<file path="src/rtl/data_sram_responder_pkg.sv">
// Shared definitions for the data-side SRAM responder: access-size encodings,
// response payload width and the read-tag pipeline entry.
package data_sram_responder_pkg;

   // data_size encodings (carried for visibility only; the RAM is word wide)
   localparam logic [2:0] SIZE_BYTE = 3'd0;
   localparam logic [2:0] SIZE_HALF = 3'd1;
   localparam logic [2:0] SIZE_WORD = 3'd2;

   // Width of one queued response word
   localparam int RESP_W = 32;

   // One in-flight RAM access waiting for its read data
   typedef struct packed {
      logic valid;
      logic wr;
   } tag_t;

endpackage

</file>
<file path="src/rtl/data_sram_responder_resp_fifo.sv">
// resp_fifo: synchronous FIFO with a registered head word and registered
// empty/full flags, so consumers see outputs straight from flops.
// Push and pop may occur in the same cycle; a push into an empty FIFO becomes
// visible on the following cycle (no fall-through).
module resp_fifo #(
   parameter int DEPTH = 4,
   parameter int WIDTH = 32
) (
   input  logic             clk,
   input  logic             resetn,
   input  logic             push_i,
   input  logic [WIDTH-1:0] push_data_i,
   input  logic             pop_i,
   output logic [WIDTH-1:0] head_o,
   output logic             empty_o,
   output logic             full_o
);

   localparam int PTR_W = $clog2(DEPTH);
   localparam int CNT_W = PTR_W + 1;

   logic [WIDTH-1:0] mem_q [DEPTH];
   logic [PTR_W-1:0] wr_ptr_q, wr_ptr_d;
   logic [PTR_W-1:0] rd_ptr_q, rd_ptr_d;
   logic [PTR_W-1:0] rd_inc;
   logic [CNT_W-1:0] count_q, count_d;
   logic [WIDTH-1:0] head_q, head_d;
   logic             empty_q, empty_d;
   logic             full_q, full_d;
   logic             pop;

   assign pop    = pop_i && !empty_q;
   assign rd_inc = rd_ptr_q + 1'b1;

   // Next pointers, occupancy, flags and the word that becomes the new head
   always_comb begin
      wr_ptr_d = push_i ? wr_ptr_q + 1'b1 : wr_ptr_q;
      rd_ptr_d = pop ? rd_inc : rd_ptr_q;
      count_d  = count_q + CNT_W'(push_i) - CNT_W'(pop);
      head_d   = head_q;
      if (pop) begin
         if (count_q > CNT_W'(1))
            head_d = mem_q[rd_inc];
         else if (push_i)
            head_d = push_data_i;
         else
            head_d = '0;
      end else if (empty_q && push_i) begin
         head_d = push_data_i;
      end
      empty_d = (count_d == '0);
      full_d  = (count_d == CNT_W'(DEPTH));
   end

   // Control state and head register
   always_ff @(posedge clk) begin
      if (!resetn) begin
         wr_ptr_q <= '0;
         rd_ptr_q <= '0;
         count_q  <= '0;
         head_q   <= '0;
         empty_q  <= 1'b1;
         full_q   <= 1'b0;
      end else begin
         wr_ptr_q <= wr_ptr_d;
         rd_ptr_q <= rd_ptr_d;
         count_q  <= count_d;
         head_q   <= head_d;
         empty_q  <= empty_d;
         full_q   <= full_d;
      end
   end

   // Payload storage; contents are don't-care until pushed, so no reset
   always_ff @(posedge clk) begin
      if (push_i) mem_q[wr_ptr_q] <= push_data_i;
   end

   assign head_o  = head_q;
   assign empty_o = empty_q;
   assign full_o  = full_q;

   // The outstanding-request limit upstream must keep the FIFO from overflowing
   assert property (@(posedge clk) disable iff (!resetn) !(push_i && full_q));

endmodule

</file>
<file path="src/rtl/data_sram_responder.sv">
// data_sram_responder: responder end of the CPU data-side SRAM-like bus,
// backed by an external synchronous single-port RAM with RD_LAT read latency.
// Build option: define DRESP_RAND_STALL_EN to add LFSR-driven random stalls on
// request acceptance and on response delivery.
//
// Handshake: a request transfers in any cycle where data_req && data_addr_ok
// are both high; data_addr_ok does not depend on data_req. Every transfer gets
// exactly one single-cycle data_ok pulse later, in transfer order, and the
// requester must take it (no back-pressure on responses).
module data_sram_responder
   import data_sram_responder_pkg::*;
#(
   parameter int          ADDR_W    = 14,
   parameter int          RD_LAT    = 1,
   parameter int          MAX_OUT   = 4,
   parameter logic [15:0] LFSR_SEED = 16'hACE1
) (
   input  logic              clk,
   input  logic              resetn,
   input  logic              data_req,
   input  logic              data_wr,
   input  logic [3:0]        data_wstrb,
   input  logic [31:0]       data_addr,
   input  logic [2:0]        data_size,
   input  logic [31:0]       data_wdata,
   output logic              data_addr_ok,
   output logic              data_ok,
   output logic [31:0]       data_rdata,
   output logic              ram_en,
   output logic [3:0]        ram_we,
   output logic [ADDR_W-1:0] ram_addr,
   output logic [31:0]       ram_wdata,
   input  logic [31:0]       ram_rdata
);

   localparam int CNT_W = $clog2(MAX_OUT) + 1;

   logic [CNT_W-1:0]  cnt_q, cnt_d;
   tag_t              pipe_q [RD_LAT];
   logic              acc;
   logic              addr_gate;
   logic              resp_stall;
   logic              push;
   logic [RESP_W-1:0] push_data;
   logic              fifo_empty;
   logic              unused_full;
   logic              unused_bits;

`ifdef DRESP_RAND_STALL_EN
   logic [15:0] lfsr_q, lfsr_d;

   // 16-bit Fibonacci LFSR, taps 16,14,13,11, free-running
   always_comb begin
      lfsr_d = {lfsr_q[14:0], lfsr_q[15] ^ lfsr_q[13] ^ lfsr_q[12] ^ lfsr_q[10]};
   end

   // LFSR state register
   always_ff @(posedge clk) begin
      if (!resetn) lfsr_q <= LFSR_SEED;
      else         lfsr_q <= lfsr_d;
   end

   assign addr_gate  = (lfsr_q[1:0] != 2'b00);
   assign resp_stall = (lfsr_q[3:2] == 2'b00);
`else
   logic [15:0] unused_seed;
   assign unused_seed = LFSR_SEED;
   assign addr_gate   = 1'b1;
   assign resp_stall  = 1'b0;
`endif

   // Size and the sub-word/aliased address bits carry no meaning for a word RAM
   assign unused_bits = ^{data_size, data_addr[1:0], data_addr[31:ADDR_W+2]};

   assign data_addr_ok = (cnt_q < CNT_W'(MAX_OUT)) && addr_gate;
   // Reset forces no acceptance so the RAM is never touched while in reset
   assign acc          = data_req && data_addr_ok && resetn;

   assign ram_en    = acc;
   assign ram_we    = (acc && data_wr) ? data_wstrb : 4'b0000;
   assign ram_addr  = data_addr[ADDR_W+1:2];
   assign ram_wdata = data_wdata;

   // Tag pipeline tracks each access until its RAM read data is valid
   always_ff @(posedge clk) begin
      if (!resetn) begin
         for (int i = 0; i < RD_LAT; i++) pipe_q[i] <= '0;
      end else begin
         pipe_q[0] <= '{valid: acc, wr: data_wr};
         for (int i = 1; i < RD_LAT; i++) pipe_q[i] <= pipe_q[i-1];
      end
   end

   assign push      = pipe_q[RD_LAT-1].valid;
   assign push_data = pipe_q[RD_LAT-1].wr ? '0 : ram_rdata;

   resp_fifo #(
      .DEPTH (MAX_OUT),
      .WIDTH (RESP_W)
   ) u_resp_fifo (
      .clk         (clk),
      .resetn      (resetn),
      .push_i      (push),
      .push_data_i (push_data),
      .pop_i       (data_ok),
      .head_o      (data_rdata),
      .empty_o     (fifo_empty),
      .full_o      (unused_full)
   );

   assign data_ok = !fifo_empty && !resp_stall;

   // Outstanding count: accepted requests whose data_ok has not yet fired
   always_comb begin
      cnt_d = cnt_q + CNT_W'(acc) - CNT_W'(data_ok);
   end

   // Outstanding count register
   always_ff @(posedge clk) begin
      if (!resetn) cnt_q <= '0;
      else         cnt_q <= cnt_d;
   end

endmodule

</file>
<file path="config.mk">
export PLATFORM = sky130hd
export DESIGN_NAME = data_sram_responder
export DESIGN_NICKNAME = d
export VERILOG_FILES = /design/src/rtl/data_sram_responder_pkg.sv /design/src/rtl/data_sram_responder_resp_fifo.sv /design/src/rtl/data_sram_responder.sv
export SDC_FILE = /design/constraint.sdc
export NUM_CORES = 1
export LEC_CHECK = 0
export CAP_MARGIN = 30
export CORE_ASPECT_RATIO = 0.6
export CORE_MARGIN = 5
export CORE_UTILIZATION = 49
export CTS_CLUSTER_DIAMETER = 150
export DETAILED_ROUTE_END_ITERATION = 10
export PLACE_DENSITY = 0.85
export SYNTH_ARGS = -nofsm -noshare
export SYNTH_HDL_FRONTEND = slang
export SYNTH_SLANG_ARGS = --single-unit
</file>
<file path="constraint.sdc">
create_clock -name clk -period 2.1 [get_ports clk]
set_clock_uncertainty 0.1 [all_clocks]
set_input_delay 0.21 -clock clk [delete_from_list [all_inputs] [get_ports clk]]
set_output_delay 0.21 -clock clk [all_outputs]
set_load 0.005 [all_outputs]
</file>
==> results.sh <==
export IMPL_drt_wirelength_per_cell_microns=19.9
export IMPL_post_cts_buffers=0
export IMPL_die_w_microns=169
export IMPL_yosys_area_share_simple_pct=6.87
export IMPL_first_pass_iters=4
export IMPL_p_switching_mw=3.44
export IMPL_grt_max_degree=45
export IMPL_antenna_found_initial=0
export IMPL_cts_htree_levels=4
export IMPL_path_class="flip-flop to primary output"
export IMPL_ant_nets=0
export IMPL_synthMuxAreaShare_pct=8.72
export IMPL_setup_viol_count_final=0
export IMPL_synthCells=541
export IMPL_synth_commonest_cells="edfxtp_1 (128), mux2i_1 (65), buf_4 (50), dfxtp_1 (45), nor2b_1 (36)"
export IMPL_ys_warn_count=0
export IMPL_ys_types=31
export IMPL_async_flop_share_pct=0
export IMPL_hold_viol_final=0
export IMPL_cp_max_fo=4
export IMPL_synth_top_family_by_area="compound AO/OA/AOI/OAI gates"
export IMPL_cts_made_buffers=17
export IMPL_final_util_pct=59.6
export IMPL_initial_core_util_pct=50.7
export IMPL_gp_congestion=0.735
export IMPL_placed_cell_area_sq_um=8130
export IMPL_grt_pass1_vias=4649
export IMPL_grt_overflow=0
export IMPL_peakVddDrop_mv=0.652
export IMPL_area_growth_pct=17.6
export IMPL_p_int_mw=7.95
export IMPL_cp_start_kind="flip-flop"
export IMPL_vias=4352
export IMPL_drv_slew=0
export IMPL_antenna_cells=0
export IMPL_drtIter0Drc=339
export IMPL_std_cell_rows=34
export IMPL_ys_ff_latch=173
export IMPL_grt_pass1_wl_microns=24700
export IMPL_yosysTopAreaCell="edfxtp_1"
export IMPL_cts_sink_count=173
export IMPL_core_sq_um=14700
export IMPL_p_leak_nw=3.09
export IMPL_synth_top_area_share_pct=51.5
export IMPL_insertion_delay_ps=420
export IMPL_cts_buffer_depth=2
export IMPL_synth_flop_cell="edfxtp_1"
export IMPL_final_area_sq_um=8780
export IMPL_cap_violations=0
export IMPL_clk_pin_slew_ps=60
export IMPL_critPathCaptureType="primary output"
export IMPL_die_area_sq_um=17900
export IMPL_sw_frac_of_total_pct=30.2
export IMPL_synth_nets=660
export IMPL_die_h_microns=106
export IMPL_num_io_pins=192
export IMPL_hpwl_microns=9550
export IMPL_yosysSeqAreaShare_pct=63.6
export IMPL_yosys_top_cells_area="edfxtp_1 (51%), dfxtp_1 (12%), mux2i_1 (8.7%)"
export IMPL_fmax_mhz=496
export IMPL_status="completed"
export IMPL_crit_required_ps=1790
export IMPL_synth_xor_area_share_pct=0.587
export IMPL_cts_root_buffer="clkbuf_16"
export IMPL_period_minus_slack_ps=2020
export IMPL_grt_usage_pct=17.9
export IMPL_synth_most_common_cell="edfxtp_1"
export IMPL_synthAdderAreaFrac_pct=2.21
export IMPL_hold_class="input pin to flip-flop"
export IMPL_final_layout_size_suffix_gt1_share_pct=13.4
export IMPL_port_buffers=78
export IMPL_max_slew_margin_pct=37.3
export IMPL_cts_tree="yes"
export IMPL_routed_via_density=5.52
export IMPL_p_per_area_nw_per_um2=1300
export IMPL_cp_arrival_ps=1710
export IMPL_worst_pin_slew_ps=941
export IMPL_fin_crit_sh_pct=96.0
export IMPL_drc=0
export IMPL_routed_wl_microns=15700
export IMPL_p_seq_share_pct=39.0
export IMPL_nets=696
export IMPL_combPwrFrac_pct=31.7
export IMPL_synth_edf_count=128
export IMPL_syn_area_per_cell_sq_um=13.8
export IMPL_p_clk_share_pct=29.3
export IMPL_synth_area_sq_um=7460
export IMPL_synth_compound_area_share_pct=9.67
-- per-stage QoR --
stage / setup WS [ps] / total power, mW / TNS, ps / cells / hold slack [ps]
after global routing: -10.4 / 11.9 / -10.4 / 788 / 240
after global placement: -179 / 7.91 / -385 / 756 / 320
after floorplan: 135 / 6.78 / 0 / 541 / 253
final: 83.2 / 11.4 / 0 / 788 / 264
after CTS: 57.9 / 11.4 / 0 / 788 / 239
after detailed placement: -186 / 8.04 / -575 / 756 / 320
-- worst paths after layout --
path / from / to / slack, ps / cells after the start
setup / recovery: cnt_q[2]$_SDFF_PN0_ / ram_we[2] / 80 / 4
hold / removal: resetn / pipe_q[0][0]$_SDFF_PN0_ / 260 / 2
setup reg to reg: u_resp_fifo.empty_o$_SDFF_PN1_ / cnt_q[2]$_SDFF_PN0_ / 90 / 9
hold reg to reg: u_resp_fifo.head_o[13]$_SDFFE_PN0P_ / u_resp_fifo.head_o[13]$_SDFFE_PN0P_ / 420 / 2
-- layout by cell type (no fill, tap or decap), types with 2 or more instances in the layout --
cell type,count
a221o_1,18
a21oi_1,29
xnor2_1,2
nand2b_1,3
o21ai_0,32
and2_2,4
clkinv_4,3
mux2i_1,65
fa_1,2
and3_1,4
inv_1,12
xor2_1,2
buf_4,13
inv_6,4
and2_1,11
nor2b_1,35
clkbuf_16,17
dfxtp_1,43
clkdlybuf4s50_1,77
edfxtp_1,128
bufinv_16,4
buf_12,5
a21oi_2,3
nand2_1,34
a221o_2,14
ha_1,10
-- cell type report --
| class | count | area [sq um] |
|---|---|---|
| fillers | 1135 | 5940 |
| clock buffers | 18 | 429 |
| inverters | 13 | 48.8 |
| flip-flops and latches | 173 | 4750 |
| clock inverters | 14 | 205 |
| repair buffers | 96 | 977 |
| multi-input cells | 276 | 2120 |
| well taps | 198 | 248 |
-- critical path, cell delays in order, from the launching register on --
cell and delay (ps):
dfxtp_1 320, inv_1 110, and3_1 210, and2_1 140, clkdlybuf4s50_1 500
-- layer usage --
metal,global-route usage [%],up-vias,part of all wire (%)
li1,-,2004,-
met1,23.2,2147,43
met2,29.4,167,48
met3,4.64,34,7.1
met4,6.32,0,1.7
met5,0,-,0
-- cell families after synthesis --
| family | after synthesis |
|---|---|
| AOI/OAI and AO/OA | 99 |
| xor gates and xnor gates | 5 |
| adders and majority gates | 12 |
| buffers and inverters | 92 |
| DFF | 173 |
| muxes | 65 |
| and+or+nand+nor | 95 |
-- flip-flops by register name, summed over array words and instances, names as in the netlist --
signal,flops
u_resp_fifo.mem_q,128
u_resp_fifo.head_o,32
cnt_q,3
u_resp_fifo.count_q,3
pipe_q,2
u_resp_fifo.rd_ptr_q,2
u_resp_fifo.wr_ptr_q,2
u_resp_fifo.empty_o,1
-- what timing repair did --
action	4_1_cts	5_1_grt
setup endpoints to repair	21	2
hold buffers	0	0
gates cloned	0	0
resized for setup	3	2
pin swaps	0	1
-- power by group through the flow --
stage                     clock [mW]  sequential (mW)  combinational [mW]
after CTS                       3.39             4.43                3.61
after global routing            3.56             4.49                3.90
after global placement             0             4.47                3.44
after detailed placement           0             4.49                3.55
final                           3.34             4.44                3.61
after floorplan                    0             4.40                2.39
Note: power is estimated with default switching activity, not from simulation.
